<file path="src/rtl/fifo_rr_drain_if.sv">
// Output stream of the round-robin FIFO drainer: tagged words on a valid/ready handshake.
interface fifo_rr_drain_if #(
    parameter int WIDTH = 8,
    parameter int N_CH  = 4
);
    logic [WIDTH-1:0]        data;
    logic [$clog2(N_CH)-1:0] ch;
    logic                    valid;
    logic                    ready;
    logic                    last;

    modport master (output data, ch, valid, last, input ready);
    modport slave  (input data, ch, valid, last, output ready);
endinterface

</file>
<file path="src/rtl/fifo_rr_drain.sv">
// Round-robin drainer: grants one FWFT FIFO at a time for up to BURST words,
// pops only on downstream acceptance and tags each word with its source channel.
module fifo_rr_drain #(
    parameter int WIDTH = 8,
    parameter int N_CH  = 4,
    parameter int BURST = 4,
    parameter int CNT_W = 16
) (
    input  logic                    clk,
    input  logic                    rst,
    input  logic [N_CH*WIDTH-1:0]   ch_dout,
    input  logic [N_CH-1:0]         ch_empty,
    output logic [N_CH-1:0]         ch_rd_en,
    input  logic [N_CH-1:0]         cfg_en,
    fifo_rr_drain_if.master         m,
    output logic                    busy,
    output logic [CNT_W-1:0]        word_count
);
    localparam int CH_W = $clog2(N_CH);
    localparam int BC_W = $clog2(BURST + 1);
    localparam logic [BC_W-1:0] BURST_LAST = BC_W'(BURST - 1);
    localparam logic [CH_W-1:0] CH_MAX     = CH_W'(N_CH - 1);

    typedef enum logic [0:0] {ARB = 1'b0, XFER = 1'b1} state_t;

    state_t            state_r;
    state_t            state_nx_s;
    logic [CH_W-1:0]   grant_r;
    logic [CH_W-1:0]   last_grant_r;
    logic [BC_W-1:0]   burst_cnt_r;
    logic [CNT_W-1:0]  word_count_r;
    logic [N_CH-1:0]   req_s;
    logic              valid_s;
    logic              hs_s;
    logic              exit_s;

    // First requesting channel strictly after the previous grant, wrapping around.
    function automatic logic [CH_W-1:0] rr_pick(input logic [N_CH-1:0] req,
                                                input logic [CH_W-1:0] last);
        logic [CH_W-1:0] pick;
        logic            found;
        int              idx;
        pick  = last;
        found = 1'b0;
        for (int k = 1; k <= N_CH; k++) begin
            idx = (int'(last) + k) % N_CH;
            if (!found && req[idx]) begin
                found = 1'b1;
                pick  = CH_W'(idx);
            end else begin
                found = found;
            end
        end
        return pick;
    endfunction

    assign req_s      = cfg_en & ~ch_empty;
    assign word_count = word_count_r;

    // Next-state and handshake decode; outputs follow the granted FIFO head directly.
    always_comb begin
        state_nx_s = state_r;
        ch_rd_en   = '0;
        valid_s    = 1'b0;
        hs_s       = 1'b0;
        exit_s     = 1'b0;
        busy       = 1'b0;
        m.data     = ch_dout[int'(grant_r)*WIDTH +: WIDTH];
        m.ch       = grant_r;
        m.valid    = 1'b0;
        m.last     = 1'b0;
        case (state_r)
            ARB: begin
                if (|req_s) begin
                    state_nx_s = XFER;
                end else begin
                    state_nx_s = ARB;
                end
            end
            XFER: begin
                busy              = 1'b1;
                valid_s           = req_s[grant_r];
                hs_s              = valid_s & m.ready;
                m.valid           = valid_s;
                m.last            = valid_s & (burst_cnt_r == BURST_LAST);
                ch_rd_en[grant_r] = hs_s;
                // An emptied or disabled channel ends the burst without holding the grant.
                exit_s = (hs_s & (burst_cnt_r == BURST_LAST)) | ~valid_s;
                if (exit_s) begin
                    state_nx_s = ARB;
                end else begin
                    state_nx_s = XFER;
                end
            end
            default: begin
                state_nx_s = ARB;
            end
        endcase
    end

    // FSM state register.
    always_ff @(posedge clk or posedge rst) begin
        if (rst) begin
            state_r <= ARB;
        end else begin
            state_r <= state_nx_s;
        end
    end

    // Grant, burst and word counters.
    always_ff @(posedge clk or posedge rst) begin
        if (rst) begin
            grant_r      <= '0;
            last_grant_r <= CH_MAX;
            burst_cnt_r  <= '0;
            word_count_r <= '0;
        end else if (state_r == ARB) begin
            if (|req_s) begin
                grant_r     <= rr_pick(req_s, last_grant_r);
                burst_cnt_r <= '0;
            end else begin
                grant_r     <= grant_r;
            end
        end else begin
            if (hs_s) begin
                burst_cnt_r  <= burst_cnt_r + BC_W'(1);
                word_count_r <= word_count_r + CNT_W'(1);
            end else begin
                burst_cnt_r  <= burst_cnt_r;
            end
            if (exit_s) begin
                last_grant_r <= grant_r;
            end else begin
                last_grant_r <= last_grant_r;
            end
        end
    end
endmodule

</file>
<file path="src/flat_wrapper.sv">
// flat-port wrapper written by rule: the top's interface ports become plain ports
module fifo_rr_drain_flat 
#(
    parameter int WIDTH = 8,
    parameter int N_CH  = 4,
    parameter int BURST = 4,
    parameter int CNT_W = 16
)
  (clk, rst, ch_dout, ch_empty, ch_rd_en, cfg_en, busy, word_count, m_data, m_ch, m_valid, m_last, m_ready);
  fifo_rr_drain_if #(.WIDTH(WIDTH), .N_CH(N_CH)) m_i ();
  input  logic clk;
  input  logic rst;
  input  logic [N_CH*WIDTH-1:0] ch_dout;
  input  logic [N_CH-1:0] ch_empty;
  output logic [N_CH-1:0] ch_rd_en;
  input  logic [N_CH-1:0] cfg_en;
  output logic busy;
  output logic [CNT_W-1:0] word_count;
  output wire logic [$bits(m_i.data)-1:0] m_data;
  output wire logic [$bits(m_i.ch)-1:0] m_ch;
  output wire logic [$bits(m_i.valid)-1:0] m_valid;
  output wire logic [$bits(m_i.last)-1:0] m_last;
  input wire logic [$bits(m_i.ready)-1:0] m_ready;
  assign m_data = m_i.data;
  assign m_ch = m_i.ch;
  assign m_valid = m_i.valid;
  assign m_last = m_i.last;
  assign m_i.ready = m_ready;
  fifo_rr_drain #(.WIDTH(WIDTH), .N_CH(N_CH), .BURST(BURST), .CNT_W(CNT_W)) u_core (.clk(clk), .rst(rst), .ch_dout(ch_dout), .ch_empty(ch_empty), .ch_rd_en(ch_rd_en), .cfg_en(cfg_en), .m(m_i), .busy(busy), .word_count(word_count));
endmodule
</file>
<file path="config.mk">
export PLATFORM = sky130hd
export DESIGN_NAME = fifo_rr_drain_flat
export DESIGN_NICKNAME = d
export VERILOG_FILES = /design/src/rtl/fifo_rr_drain_if.sv /design/src/rtl/fifo_rr_drain.sv /design/src/flat_wrapper.sv
export SDC_FILE = /design/constraint.sdc
export NUM_CORES = 1
export LEC_CHECK = 0
export CORE_UTILIZATION = 41
export CTS_BUF_LIST = sky130_fd_sc_hd__clkbuf_4 sky130_fd_sc_hd__clkbuf_8 sky130_fd_sc_hd__clkbuf_16
export DETAILED_ROUTE_END_ITERATION = 8
export GPL_ROUTABILITY_DRIVEN = 1
export PLACE_DENSITY_LB_ADDON = 0.2
export SYNTH_ARGS = -nofsm -noshare
export SYNTH_HDL_FRONTEND = slang
export SYNTH_SLANG_ARGS = --single-unit
</file>
<file path="constraint.sdc">
create_clock -name clk -period 1.9 [get_ports clk]
set_input_delay 0.285 -clock clk [delete_from_list [all_inputs] [get_ports clk]]
set_output_delay 0.285 -clock clk [all_outputs]
set_load 0.02 [all_outputs]
</file>
* Yosys cells after proc, flatten, opt, wreduce, memory -nomap -nowiden *
Index checks and enable logic that the tools add are counted.

storage, ports and cells
  word-level logic and storage cells = 91
  flip-flop bits (word level) = 24

operators by class
  $lt $le $gt $ge = 6
  shifts and indexed selects = 1
  equality and inequality tests = 2
  add/subtract/negate cells = 6
  reduce and logical (&&, ||, !) cells = 17
  bitwise logic cells = 13
  muxes and demuxes = 41

operators by type and width
  kind                                                               count
  indexed part select 32 x 6 -> 8 bit                                1
  two-way mux 1 bit                                                  26
  adder 16 x 1 -> 16 bit, second input constant                      1
  < comparator 3 x 4 -> 1 bit, second input constant                 4
  binary-select mux 1 bit (select 2 bit)                             5
  two-way mux 3 bit                                                  3
  bitwise AND 4 bit                                                  2
  two-way mux 2 bit                                                  4
  AND reduction 2 bit                                                4
  OR reduction 2 bit                                                 4
  adder 2 x 1 -> 2 bit, second input constant                        2
  adder 2 bit, second input constant                                 2
  bitwise AND 1 bit, first input constant                            4
  logical AND 1 bit                                                  4
  two-way mux 4 bit                                                  1
  NOT 4 bit                                                          1
  OR reduction 4 bit                                                 1
  adder 3 x 1 -> 3 bit, second input constant                        1
  bitwise AND 1 bit                                                  3
  == test 3 x 2 -> 1 bit, second input constant                      1
  logical NOT 1 bit                                                  3
  < comparator 2 x 3 -> 1 bit, second input constant                 1
  demux 1 bit (select 2 bit)                                         1
  greater-or-equal comparator 2 x 1 -> 1 bit, second input constant  1
  5 further kinds                                                    6

* Longest topological paths before layout *
  depth after elaboration = 22
  gate-level depth with buffers = 5

* Worst setup path after synthesis *
OpenSTA, ideal clock, no wires.

  path type = register -> output
  from = register u_core.grant_r[0] (netlist: u_core.m.ch[0])
  to = output ch_rd_en[2]
  required time = 1.615 ns
  setup slack = -0.135 ns
  arrival time = 1.750 ns
  cell stages (with the launch flop) = 5
  path through = dfrtp_1 buf_6 mux4_2 nand3_2 nor3b_1

between the ends
  cells in the longest elaborated chain, start to end = 6
  elaborated cells between the ends (all ways) = 10
  classes of those cells = 2 x order compare; 5 x mux; 2 x bitwise; 1 x reduce/logical

RTL lines
  element                                                                                                          line                  RTL
  start, declared                                                                                                  fifo_rr_drain.sv:28   logic [CH_W-1:0] grant_r;
  start signal, assigned                                                                                           fifo_rr_drain.sv:119  grant_r <= rr_pick(req_s, last_grant_r);
  start signal, assigned                                                                                           fifo_rr_drain.sv:122  grant_r <= grant_r;
  < comparator 2 x 3 -> 1 bit (implied by the code) or greater-or-equal comparator 2 x 1 -> 1 bit (tied branches)  fifo_rr_drain.sv:86   ch_rd_en[grant_r] = hs_s;
  logical AND 1 bit (implied by the code)                                                                          fifo_rr_drain.sv:86
  two-way mux 1 bit (implied by the code)                                                                          fifo_rr_drain.sv:86
  demux 1 bit (select 2 bit)                                                                                       -
  bitwise AND 4 bit (no line) (*)                                                                                  -
  two-way mux 4 bit (*)                                                                                            fifo_rr_drain.sv:72   case (state_r)
  end, declared                                                                                                    flat_wrapper.sv:15    output logic [N_CH-1:0] ch_rd_en;

Every way passes the cells marked *; elsewhere a longest branch is shown, timed or not. The select of a mux whose other input is x is not followed.

* Worst setup path in the final report *
  from = register u_core.grant_r[0] (netlist: u_core.m.ch[0])
  to = output m_last

between the ends
  cells in the longest elaborated chain, start to end = 4

RTL lines
  element                                  line                 RTL
  binary-select mux 1 bit (select 2 bit)   fifo_rr_drain.sv:82  valid_s = req_s[grant_r];
  two-way mux 1 bit (implied by the code)  fifo_rr_drain.sv:82
  bitwise AND 1 bit                        fifo_rr_drain.sv:85  m.last = valid_s & (burst_cnt_r == BURST_LAST);
  two-way mux 1 bit                        fifo_rr_drain.sv:72
  end, declared                            flat_wrapper.sv:22   output wire logic [$bits(m_i.last)-1:0] m_last;

Every way passes these cells. The select of a mux whose other input is x is not followed.

==> metrics.txt <==
# TYPE chip_impl_metric gauge
chip_impl_metric{name="synth-seq-area-share",unit=""} 0.3769
chip_impl_metric{name="ys_async_sr_fraction",unit=""} 1.000
chip_impl_metric{name="number_of_antenna_violations_at_the_first_check_in_global_routing",unit=""} 0
chip_impl_metric{name="numClockSinks",unit=""} 24
chip_impl_metric{name="gr-usage-all-layers",unit=""} 0.2277
chip_impl_metric{name="globalRouteOverflowTotal",unit=""} 0
chip_impl_info{name="critical_path_s_slowest_cell",value="mux4_2"} 1
chip_impl_info{name="yosys.area.top_type",value="dfrtp_1"} 1
chip_impl_metric{name="pwr-share-seq",unit=""} 0.283
chip_impl_metric{name="die_h",unit="um"} 64.48
chip_impl_metric{name="syn-num-nets",unit=""} 187
chip_impl_metric{name="critical_path_buf_inv_count",unit=""} 2
chip_impl_metric{name="final_util",unit=""} 0.7347
chip_impl_metric{name="rr_worst_depth",unit=""} 4
chip_impl_info{name="cp_launch_type",value="register"} 1
chip_impl_metric{name="cts_hold_repair.buffers",unit=""} 0
chip_impl_metric{name="clk_path_buf_depth",unit=""} 2
chip_impl_metric{name="post_drt_via_cell_ratio",unit=""} 5.436
chip_impl_metric{name="dp_slack",unit="ns"} -0.6977
chip_impl_metric{name="grt_start_max_net_pins",unit=""} 25
chip_impl_metric{name="core_area",unit="mm^2"} 0.003689
chip_impl_metric{name="hpwl",unit="mm"} 3.513
chip_impl_metric{name="gp_congestion",unit=""} 0.8534
chip_impl_metric{name="detailedRoute.firstPassIterationCount",unit=""} 4
chip_impl_metric{name="timing.critical_path.depth",unit=""} 4
chip_impl_metric{name="h-tree-depth",unit=""} 1
chip_impl_metric{name="ios",unit=""} 76
chip_impl_metric{name="n_fill_cell",unit=""} 276
chip_impl_metric{name="routed_wire_length_per_instance",unit="um"} 15.43
chip_impl_info{name="failed_checks",value="negative setup slack"} 1
chip_impl_metric{name="synthCells",unit=""} 141
chip_impl_metric{name="number_of_warnings_issued_by_yosys",unit=""} 0
chip_impl_metric{name="yosys_top_cell_area_share",unit=""} 0.3440
chip_impl_metric{name="initial_core_util",unit=""} 0.4339
chip_impl_info{name="clock-root-buffer",value="clkbuf_8"} 1
chip_impl_info{name="regToRegStartpoint",value="u_core.m.ch[0]"} 1
chip_impl_info{name="worst_setup_ep",value="m_last"} 1
chip_impl_info{name="critPathCaptureType",value="output port"} 1
chip_impl_metric{name="clkSlewWorstSetupHoldPaths",unit="ns"} 0.10
chip_impl_metric{name="cp_data_arrival_time",unit="ns"} 1.71
chip_impl_metric{name="hold_viol_final",unit=""} 0
chip_impl_metric{name="finalSetupViolations",unit=""} 4
chip_impl_metric{name="critical-path-max-stage-delay",unit="ns"} 0.58
chip_impl_metric{name="max_freq",unit="GHz"} 0.5022
chip_impl_metric{name="synth.distinct_cells",unit=""} 41
chip_impl_metric{name="grt_first_pass_wirelength",unit="mm"} 7.217
chip_impl_metric{name="synth_area",unit="mm^2"} 0.001600
chip_impl_metric{name="total_switching_power",unit="W"} 0.001067
chip_impl_metric{name="static-leakage-power",unit="nW"} 1.183
chip_impl_metric{name="worst_skew_pair.late_latency",unit="ns"} 0.27
chip_impl_metric{name="power-per-cell-area",unit="mW/mm^2"} 1040
chip_impl_metric{name="drtAntennaViolNets",unit=""} 0
chip_impl_metric{name="die_x",unit="um"} 64.48
chip_impl_metric{name="grt_pass1_vias",unit=""} 1547
chip_impl_metric{name="worstPathRequired",unit="ns"} 1.62
chip_impl_metric{name="tightestPinTransition",unit="ns"} 0.3816
chip_impl_metric{name="min_period",unit="ns"} 1.991
chip_impl_metric{name="setup_ws",unit="ns"} -0.09105
chip_impl_metric{name="fin_nets",unit=""} 290
chip_impl_metric{name="timing.reg2reg.setup_slack",unit="ns"} -0.02
chip_impl_metric{name="intPower",unit="W"} 0.001751
chip_impl_metric{name="wl",unit="mm"} 4.489
chip_impl_metric{name="relSlewSlack",unit=""} 0.7456
chip_impl_metric{name="share_of_post_route_cells_with_drive_strength_above_1",unit=""} 0.3580
chip_impl_info{name="dominantRegCellSynth",value="dfrtp_1"} 1
chip_impl_metric{name="vias",unit=""} 1582
chip_impl_metric{name="report.final.slew_viol_count",unit=""} 0
chip_impl_metric{name="area.growth.synth_to_final",unit="%"} 69.35
chip_impl_info{name="unrepaired_setup_endpoints_after_global_routing",value="true"} 1
chip_impl_info{name="crit-reg2reg-capture",value="u_core.word_count[14]"} 1
chip_impl_info{name="critPathMostFrequentCell",value="buf_6"} 1
chip_impl_info{name="post_synth_main_area_contributors",value="dfrtp_1, mux4_2, xnor2_1"} 1
chip_impl_metric{name="drv.max_cap_violation_count",unit=""} 0
chip_impl_metric{name="switch_share",unit=""} 0.3787
chip_impl_info{name="crit_path_start",value="u_core.m.ch[0]"} 1
chip_impl_metric{name="clock_power_share",unit=""} 0.162
chip_impl_metric{name="drc_violation_count_after_routing",unit=""} 0
chip_impl_metric{name="critPathMaxFanout",unit=""} 3
chip_impl_metric{name="insertedDiodeCount",unit=""} 0
chip_impl_metric{name="synth.ff_latch_count",unit=""} 24
chip_impl_metric{name="average_instance_area_after_synthesis",unit="um^2"} 11.35
chip_impl_metric{name="drtIter0Drc",unit=""} 70
chip_impl_metric{name="finClkSkew",unit="ns"} 0.008755
chip_impl_info{name="status",value="finished, violations left"} 1
chip_impl_metric{name="comb_power_share",unit=""} 0.555
chip_impl_metric{name="placementRows",unit=""} 22
chip_impl_info{name="cpLargestDelayFamily",value="multiplexers"} 1
chip_impl_info{name="worst_hold_path_type",value="input pin to async pin"} 1
chip_impl_info{name="timing.setup.critical_path_class",value="register to output port"} 1
chip_impl_info{name="crit_path_cell_trace",value="mux4_2, buf_6, and3_4, buf_6"} 1
chip_impl_info{name="cts_tree",value="yes"} 1
chip_impl_metric{name="synth-edff-count",unit=""} 0
chip_impl_metric{name="cts-buffers-inserted",unit=""} 3
chip_impl_metric{name="die_area",unit="mm^2"} 0.004157
chip_impl_metric{name="peak_supply_drop",unit="mV"} 0.5868
chip_impl_metric{name="port_buffers",unit=""} 75
chip_impl_metric{name="fin_crit_sh",unit=""} 1.048
==> cells by family after synthesis <==
kind of cell    after synthesis  synth area share
buf+inv                      12           0.03361
flops                        24            0.3769
simple gates                 60            0.2392
compound gates               10           0.04614
fa+ha+maj                     3           0.02346
mux                          17            0.1892
xor+xnor                     15           0.09148
==> through the flow <==
step / cells / area [um^2] / hold WS, ns / power (W) / TNS [ns]
after detailed placement: 278 / 2557 / 0.4766 / 0.002264 / -8.105
final: 291 / 2710 / 0.3552 / 0.002818 / -0.2132
after global routing: 291 / 2710 / 0.3820 / 0.002959 / -0.7568
after floorplan: 141 / 1620 / 0.2979 / 0.001621 / 0
after CTS: 283 / 2639 / 0.3774 / 0.002695 / -0.3212
after global placement: 278 / 2557 / 0.4686 / 0.002208 / -6.881
==> worst min-delay path, delay by kind of cell <==
| family | cells | cell delay [ns] |
|---|---|---|
| buf+inv | 3 | 0.75 |
==> registers in the layout, indices dropped and copies added, names as in the netlist <==
signal / flops
u_core.burst_cnt_r: 3
u_core.m.ch: 2
u_core.word_count: 16
u_core.state_r: 1
u_core.last_grant_r: 2
==> Yosys cell counts (2+ instances only) <==
cell	count
nand2b_1	2
inv_1	4
dfrtp_1	22
xnor2_2	2
and4_1	2
nor2_1	2
o21ai_0	4
nand3_1	7
mux4_2	9
nor3b_1	2
nand4_1	9
mux2i_1	4
ha_1	3
clkbuf_1	5
dfstp_2	2
nor3_1	6
and3_1	5
nand2b_4	2
nor2b_1	4
xnor2_1	12
nand2_1	11
mux2_2	3
==> layer usage <==
layer	vias up	part of all wire	global-route usage	routed length, um
li1	733	-	-	-
met1	776	0.39	0.2739	1770
met2	67	0.54	0.4171	2442
met3	6	0.049	0.02817	222
met4	0	0.012	0.07500	53
met5	-	0	0	0
==> worst min-delay path by stage <==
stage                          start                     to  slack [ns]  cells past startpoint
6_report                         rst  u_core.burst_cnt_r[0]        0.36                      3
5_1_grt                          rst   u_core.word_count[1]        0.38                      3
3_5_place_dp   u_core.burst_cnt_r[0]  u_core.burst_cnt_r[0]        0.48                      1
2_1_floorplan                    rst  u_core.burst_cnt_r[0]        0.30                      1
3_3_place_gp   u_core.burst_cnt_r[0]  u_core.burst_cnt_r[0]        0.47                      1
4_1_cts                          rst   u_core.word_count[1]        0.38                      3
==> cell usage in the layout (no fill, tap or decap), types with 2 or more instances in the layout <==
cell,instances
mux4_2,9
buf_6,6
mux2_2,3
and4_1,2
xnor2_1,12
and3_1,4
nor2_1,2
clkdlybuf4s50_1,52
nand2b_1,2
nor3_1,5
o21ai_0,4
dfrtp_2,4
nand4_1,9
mux2i_1,4
buf_4,30
nor2b_4,4
dlygate4sd2_1,9
nor3b_2,2
dfrtp_1,18
dfstp_2,2
inv_1,3
clkbuf_8,3
xnor2_2,2
ha_1,3
nand3_1,7
buf_2,8
nand2_1,10
nand2b_4,2
==> power groups by stage <==
stage	Clock (W)	Sequential [W]	Combinational (W)
final	0.000458	0.000796	0.00156
after CTS	0.000458	0.000788	0.00145
after global routing	0.000479	0.000816	0.00166
after detailed placement	0	0.000785	0.00148
after floorplan	0	0.000821	0.000800
after global placement	0	0.000777	0.00143
==> cell type report <==
cell class / count / area (um^2) / area share
inverter: 4 / 15.01 / 0.005540
tap: 48 / 60.06 / 0.02216
sequential: 24 / 608.1 / 0.2244
clock inverter: 1 / 30.03 / 0.01108
clock buffer: 3 / 41.29 / 0.01524
timing repair buffer: 106 / 952.2 / 0.3513
multi-input combinational: 105 / 1003 / 0.3703
==> timing repair <==
action,CTS,global route
pin swaps,3,2
setup endpoints to repair,18,11
setup buffers,1,8
resized for setup,88,4
Power figures use the tool's default switching activity.
